[src/rtl/mux_pkg.sv]
// mux_pkg: mode encodings and index-width helper shared by the channel mux
package mux_pkg;

    localparam logic MODE_SEL = 1'b0;
    localparam logic MODE_RR  = 1'b1;

    function automatic int clog2(input int n);
        int r;
        r = 1;
        while ((1 << r) < n) r++;
        return r;
    endfunction

endpackage

[src/rtl/rr_arbiter.sv]
// rr_arbiter: rotating-priority search starting at ptr, wrapping at NUM_INPUTS
module rr_arbiter
    import mux_pkg::*;
#(
    parameter int  NUM_INPUTS = 4,
    localparam int SEL_W      = clog2(NUM_INPUTS)
) (
    input  logic [NUM_INPUTS-1:0] req,
    input  logic [SEL_W-1:0]      ptr,
    output logic [SEL_W-1:0]      grant,
    output logic                  grant_valid
);

    logic [SEL_W:0] idx;

    always_comb begin
        grant       = '0;
        grant_valid = 1'b0;
        idx         = '0;
        // offsets walked high to low so the requester nearest ptr wins last
        for (int k = NUM_INPUTS - 1; k >= 0; k--) begin
            idx = {1'b0, ptr} + (SEL_W + 1)'(k);
            if (idx >= (SEL_W + 1)'(NUM_INPUTS))
                idx = idx - (SEL_W + 1)'(NUM_INPUTS);
            if (req[idx[SEL_W-1:0]]) begin
                grant       = idx[SEL_W-1:0];
                grant_valid = 1'b1;
            end
        end
    end

endmodule

[src/rtl/mux_rr_arb.sv]
// mux_rr_arb: N-channel mux with fixed-select or round-robin grant into one output register
module mux_rr_arb
    import mux_pkg::*;
#(
    parameter int  NUM_INPUTS   = 4,
    parameter int  OPERAND_SIZE = 8,
    localparam int SEL_W        = clog2(NUM_INPUTS)
) (
    input  logic                               clk,
    input  logic                               rst_n,
    input  logic [NUM_INPUTS*OPERAND_SIZE-1:0] in_data,
    input  logic [NUM_INPUTS-1:0]              in_valid,
    output logic [NUM_INPUTS-1:0]              in_ready,
    input  logic                               mode,
    input  logic [SEL_W-1:0]                   sel,
    output logic [OPERAND_SIZE-1:0]            out_data,
    output logic                               out_valid,
    input  logic                               out_ready,
    output logic [SEL_W-1:0]                   out_src
);

    logic [SEL_W-1:0]      ptr;
    logic [SEL_W-1:0]      ptr_next;
    logic [SEL_W-1:0]      rr_grant;
    logic [SEL_W-1:0]      grant;
    logic                  rr_valid;
    logic                  grant_valid;
    logic                  load;
    logic                  xfer;
    logic [2**SEL_W-1:0]   valid_pad;

    rr_arbiter #(.NUM_INPUTS(NUM_INPUTS)) u_arb (
        .req         (in_valid),
        .ptr         (ptr),
        .grant       (rr_grant),
        .grant_valid (rr_valid)
    );

    // zero-padding makes sel values at or beyond NUM_INPUTS read as not valid
    assign valid_pad   = (2**SEL_W)'(in_valid);
    assign load        = !out_valid || out_ready;
    assign grant       = (mode == MODE_RR) ? rr_grant : sel;
    assign grant_valid = (mode == MODE_RR) ? rr_valid : valid_pad[sel];
    assign xfer        = rst_n && load && grant_valid;
    assign in_ready    = xfer ? NUM_INPUTS'(1) << grant : '0;
    assign ptr_next    = (grant == SEL_W'(NUM_INPUTS - 1)) ? '0 : grant + 1'b1;

    always_ff @(posedge clk or negedge rst_n) begin
        if (!rst_n) begin
            out_data  <= '0;
            out_src   <= '0;
            out_valid <= 1'b0;
            ptr       <= '0;
        end else if (xfer) begin
            out_data  <= in_data[grant*OPERAND_SIZE +: OPERAND_SIZE];
            out_src   <= grant;
            out_valid <= 1'b1;
            if (mode == MODE_RR)
                ptr <= ptr_next;
        end else if (load) begin
            out_valid <= 1'b0;
        end
    end

endmodule

[config.mk]
export PLATFORM = sky130hd
export DESIGN_NAME = mux_rr_arb
export DESIGN_NICKNAME = d
export VERILOG_FILES = /design/src/rtl/mux_pkg.sv /design/src/rtl/rr_arbiter.sv /design/src/rtl/mux_rr_arb.sv
export SDC_FILE = /design/constraint.sdc
export NUM_CORES = 1
export LEC_CHECK = 0
export CAP_MARGIN = 20
export CORE_ASPECT_RATIO = 0.75
export CORE_UTILIZATION = 40
export DETAILED_ROUTE_END_ITERATION = 6
export HOLD_SLACK_MARGIN = 0.08
export PLACE_DENSITY = 0.78
export SETUP_SLACK_MARGIN = 0.3
export SYNTH_ARGS = -nofsm -noshare
export SYNTH_HDL_FRONTEND = slang
export SYNTH_SLANG_ARGS = --single-unit
[constraint.sdc]
create_clock -name clk -period 2.3 [get_ports clk]
set_input_delay 0.46 -clock clk [delete_from_list [all_inputs] [get_ports clk]]
set_output_delay 0.46 -clock clk [all_outputs]
set_load 0.005 [all_outputs]
Word-level counts from Yosys, hierarchy flattened
Index checks and enable logic that the tools add are counted.
{ "classes": {"shift": 2, "n_bitwise": 0, "muxes": 28, "add_sub_neg": 8, "n_reduce_logical": 6, "mul": 0, "div_mod_pow": 0, "magnitude_cmp": 9, "eq_ne": 1} }
{ "ops": {"columns": ["op", "count"], "rows": [
  ["$shiftx A32 B6 Y8", 1],
  ["$mux W2", 10],
  ["$lt A2 B3 Y1 const B", 5],
  ["$mux W1", 12],
  ["$bmux W1 S2", 5],
  ["$ge A3 B3 Y1 const B", 3],
  ["$sub A2 B1 Y2 const B", 4],
  ["$add A2 B2 Y3 const B", 2],
  ["$mux W4", 1],
  ["$shl A1 B2 Y4 const A", 1],
  ["$add A2 B1 Y3 const B", 1],
  ["$ge A2 B3 Y1 const B", 1],
  ["$add A2 B1 Y2 const B", 1],
  ["$eq A2 B2 Y1 const B", 1],
  ["$logic_and A1 B1 Y1", 2],
  ["$reduce_and A2 Y1", 1],
  ["$reduce_bool A2 Y1", 1],
  ["$logic_not A1 Y1", 1],
  ["$logic_or A1 B1 Y1", 1]
]} }
{ "word_totals": {"elab_cells": 58, "ram_bits": 0, "latchBits": 0, "rom_bits": 0, "memories": 0, "out_inout_bits": 15, "reg_bits": 13} }

Longest topological paths before layout
{ "depth": {"depth_word": 12, "ltp_mapped": 7, "depth_no_buf": 5} }

Modules after synthesis
From an unflattened synthesis, not the netlist that was laid out.
{ "unflattened": {"cells_unflattened": 90, "hier_area_um2": 1012.2} }
{ "modules_own_cells": {"columns": ["mod", "cells_each", "n_inst", "seq_area_each_um2", "area_per_inst_um2"], "rows": [
  ["mux_rr_arb", 77, 1, 325.3, 934.6],
  ["rr_arbiter", 13, 1, 0.0, 77.6]
]} }

Least setup slack after synthesis
Ideal clock, no wire load.
{ "synth_timing": {"kind": "input -> output", "from": "input port mode", "to": "output port in_ready[2]", "n_path_buf": 2, "path_stages": 6, "slack_ns": 0.156, "required_ns": 1.840, "arrival_ns": 1.684, "path_cell_list": "buf_6 -> or4b_1 -> a21oi_2 -> a211oi_2 -> clkbuf_1 -> and3_1"} }
{ "synth_between": {"elab_chain_cells": 3, "elab_cells_between_ends": 5} }
{ "synth_lines": {"columns": ["item", "line_no", "source"], "rows": [
  ["from (decl)", "mux_rr_arb.sv:14", "input logic mode,"],
  ["$mux W2 / $mux W1 (equally long branches)", "mux_rr_arb.sv:42, mux_rr_arb.sv:43", null],
  ["$shl A1 B2 Y4 / $logic_and A1 B1 Y1 (equally long branches)", "mux_rr_arb.sv:45, mux_rr_arb.sv:44", null],
  ["$mux W4 (*)", "mux_rr_arb.sv:45", "assign in_ready = xfer ? NUM_INPUTS'(1) << grant : '0;"],
  ["to (decl)", "mux_rr_arb.sv:13", "output logic [NUM_INPUTS-1:0] in_ready,"]
]} }
Every way passes the cells marked *; elsewhere a longest branch is shown, timed or not.

Worst setup path in the final report
{ "layout_timing": {"from": "input port in_valid[0]", "to": "output port in_ready[3]"} }
{ "layout_between": {"elab_chain_cells": 9, "elab_cells_between_ends": 23} }
{ "layout_lines": {"columns": ["item", "line_no", "source"], "rows": [
  ["from (decl)", "mux_rr_arb.sv:12", "input logic [NUM_INPUTS-1:0] in_valid,"],
  ["$bmux W1 S2", "rr_arbiter.sv:25", "if (req[idx[SEL_W-1:0]]) begin"],
  ["$mux W1 (not written as such)", "rr_arbiter.sv:25", null],
  ["$mux W2 / $mux W1 (equally long branches) (4 in series)", "rr_arbiter.sv:25", null],
  ["$mux W2 / $mux W1 (equally long branches)", "mux_rr_arb.sv:42, mux_rr_arb.sv:43", null],
  ["$shl A1 B2 Y4 / $logic_and A1 B1 Y1 (equally long branches)", "mux_rr_arb.sv:45, mux_rr_arb.sv:44", null],
  ["$mux W4 (*)", "mux_rr_arb.sv:45", null]
]} }
Every way passes the cells marked *; elsewhere a longest branch is shown, timed or not. The select of a mux whose other input is x is not followed.

==> key figures <==
Run status
  – Outcome: finished clean

Setup path
  – WP data required: approximately 1.8 ns
  – Cells on worst reg2reg path: 7
  – CP Capture Type: output port
  – Setup slack, reg-to-reg: about 0.35 ns
  – Worst EP arrival: 1.65 ns
  – R2r startpoint: ptr[1]
  – Critical R2R Capture: out_data[4]
  – Critical Path Slowest Stage Cell: or4b_4
  – Startpoint Class: primary input
  – Crit-path cells: buf_8 > or4b_4 > a21oi_4 > a211oi_4 > and3_1 > buf_2
  – Max stage delay on crit path: between 0.5 and 0.6 ns
  – Critical Path Source: in_valid[0]
  – CP max FO: 6
  – Critical path class: in2out

Timing
  – Final setup vio count: 0
  – Slew Limit Fails: 0
  – RSZ-0062 raised after global routing: yes
  – Worst-margin pin slew: roughly 0.38 ns
  – Clk_skew: approximately 0.0044 ns
  – Setup TNS: 0 ns
  – Tmin final: 2.11 ns
  – Period utilization: between 90 and 100%
  – F_max: 0.475 GHz
  – Slew headroom: about three quarters
  – Final Hold Fails: 0

Route
  – Vias: around 1.3k
  – Final WL: between 4000 and 5000 µm
  – DRC marker count from the first detailed-route iteration: 77
  – Routed WL per cell: about 17 µm
  – DR pass1 iterations: 4
  – ANT nets after route: 0
  – DRC: 0
  – Vias/cell: between 5 and 6

Die
  – Die H: ~50 µm
  – FP Rows: 16
  – CORE AREA: 2680 µm²
  – Ports: 57
  – Die W: around 64 µm
  – Full die area: 3140 µm²
  – Initial core utilization: between 40% and 50%

Yosys
  – Unique masters post-synth: 37
  – Register area share after synthesis: 27.9%
  – Yosys Warn Count: 0
  – Cells after synthesis: between 100 and 150
  – Top_reg_cell synth: dfrtp_1
  – Syn_nets: 158
  – Ys async rst share: 100%
  – Mean Syn Cell Area: between 10 and 15 µm²
  – Synthesized flop and latch total: 13
  – Post-synth EDFFs: 0
  – Cell area after synthesis: around 1200 µm²

Global routing
  – First-pass GRT wire length: between 6000 and 7000 µm
  – Largest net degree at the start of global routing: 16
  – Tot GR Track Use: 26.6%
  – Initial antenna violation count: 0
  – Vias in the first global route: ~1.3k
  – Total grt overflow: 0

CTS
  – # clock sinks: 13
  – TritonCTS clock tree: built
  – Clock H-tree levels: 1
  – CTS Buf Count: 3
  – CTS clk-pin slew, worst paths: roughly 0.060 ns
  – Max Buffers Root-to-Sink: 2
  – Clock Tree Root: clkbuf_8
  – Worst skew pair latency: between 0.2 and 0.25 ns

Final layout
  – Share of post-route cells with drive strength above 1: between 40% and 50%
  – Most frequent cells in the layout: 43 x clkdlybuf4s50_1, 38 x buf_4, 13 x dfrtp_1
  – Syn-to-layout area delta: 84.1%
  – Fin cells: approximately 240
  – Commonest non-fill, non-tap cell in the layout: clkdlybuf4s50_1
  – N_diodes: 0
  – Nets: roughly 250
  – Final std cell area, no fill: about 2100 µm²

Pwr
  – Switching Share: a little over a third
  – Peak VDD IR: 454 µV
  – Leakage: just over 0.0009 µW
  – P_sw: between 500 and 600 µW
  – Clk pwr share: approximately 14%
  – Power Density: 691 nW/µm²
  – Logic pwr share: between 60% and 70%
  – Internal power: 963 µW
  – Part of the power in registers: 25.2%

Placed design
  – Gpl congestion: 0.821
  – DP Area: 1940 µm²
  – DP HPWL: around 3000 µm
  – IO buf count: 56
  – Placed insts: 232

Hold path
  – Path type of the worst min-delay path: in2async

Job
  – Max-Cap Viols: 0
cell type report:
| class | count | area (µm²) |
|---|---|---|
| Timing Repair Buffer | 96 | 847 |
| Tap cell | 36 | 45.0 |
| Sequential cell | 13 | 325 |
| Clock buffer | 4 | 45.0 |
| Fill cell | 161 | 533 |
| Inverter | 10 | 37.5 |
| Multi-Input combinational cell | 85 | 850 |
per-stage QoR:
stage / power (µW) / worst slack, ns / hold WS (ns) / util (%)
floorplan: 773 / 0.265 / 0.164 / -
global placement: 1140 / -0.553 / 0.463 / 72.4
detailed placement: 1160 / -0.643 / 0.469 / 72.4
CTS: 1410 / 0.148 / 0.376 / 77.1
global route: 1560 / 0.160 / 0.412 / 80.1
finish: 1490 / 0.194 / 0.392 / 80.1
cell usage after synthesis (2+ instances only):
library cell | instances | area share, %
and2b_1 | 2 | 1.3
buf_6 | 3 | 2.9
nand2_1 | 3 | 0.96
nand3_1 | 2 | 0.86
inv_1 | 10 | 3.2
nor2_1 | 12 | 3.9
a21oi_1 | 2 | 0.86
o21ai_0 | 2 | 0.86
a31oi_1 | 8 | 4.3
a211oi_2 | 9 | 9.6
buf_4 | 2 | 1.3
nand2b_1 | 5 | 2.7
clkbuf_1 | 2 | 0.64
or2b_1 | 2 | 1.3
and3_1 | 2 | 1.1
a2111oi_2 | 8 | 10
o2111ai_1 | 2 | 1.5
dfrtp_1 | 13 | 28
mux2i_1 | 9 | 7.7
critical path, delay by kind of cell:
kind	cells	cell delay, ns
AND/OR/NAND/NOR	2	0.71
AO/OA/AOI/OAI	2	0.26
buffers and inverters	2	0.21
repair_timing:
| item | in CTS | in global routing |
|---|---|---|
| hold buffers | 0 | 0 |
| buffers inserted | 5 | 3 |
| setup endpoints to repair | 17 | 12 |
| gates resized for setup | 58 | 14 |
| pin swaps | 9 | 8 |
how the worst max path moves through the flow:
stage,to,depth (start not counted)
after floorplan,in_ready[2],6
after global placement,in_ready[2],6
after detailed placement,in_ready[0],7
after CTS,in_ready[2],6
after global routing,in_ready[3],6
final,in_ready[3],6
metal layers:
metal  track usage [%]  wire [µm]  vias to the layer above
met2              43.9       2040                       59
met5                 0          0                        -
li1                  -          -                      620
met1              34.0       1730                      600
met4              8.52         51                        0
met3              6.54        256                        8
flip-flops by register name (all words and copies together) (netlist names):
name       count
out_data       8
out_src        2
ptr            2
out_valid      1
kinds of logic after synthesis:
family                 Yosys count  share of synthesized area [%]
AO/OA/AOI/OAI                   40                           36.2
AND/OR/NAND/NOR                 34                           16.7
buffers and inverters           18                           9.75
flip-flops                      13                           27.9
multiplexers                    10                           8.68
XOR/XNOR                         1                          0.750
power by group through the flow:
stage	sequential [µW]	combinational [µW]	clock, µW
after floorplan	379	394	0
after global placement	373	767	0
after detailed placement	379	782	0
after CTS	373	826	208
after global routing	381	960	222
final	375	903	208
No activity file was read; power rests on OpenSTA's default activity.
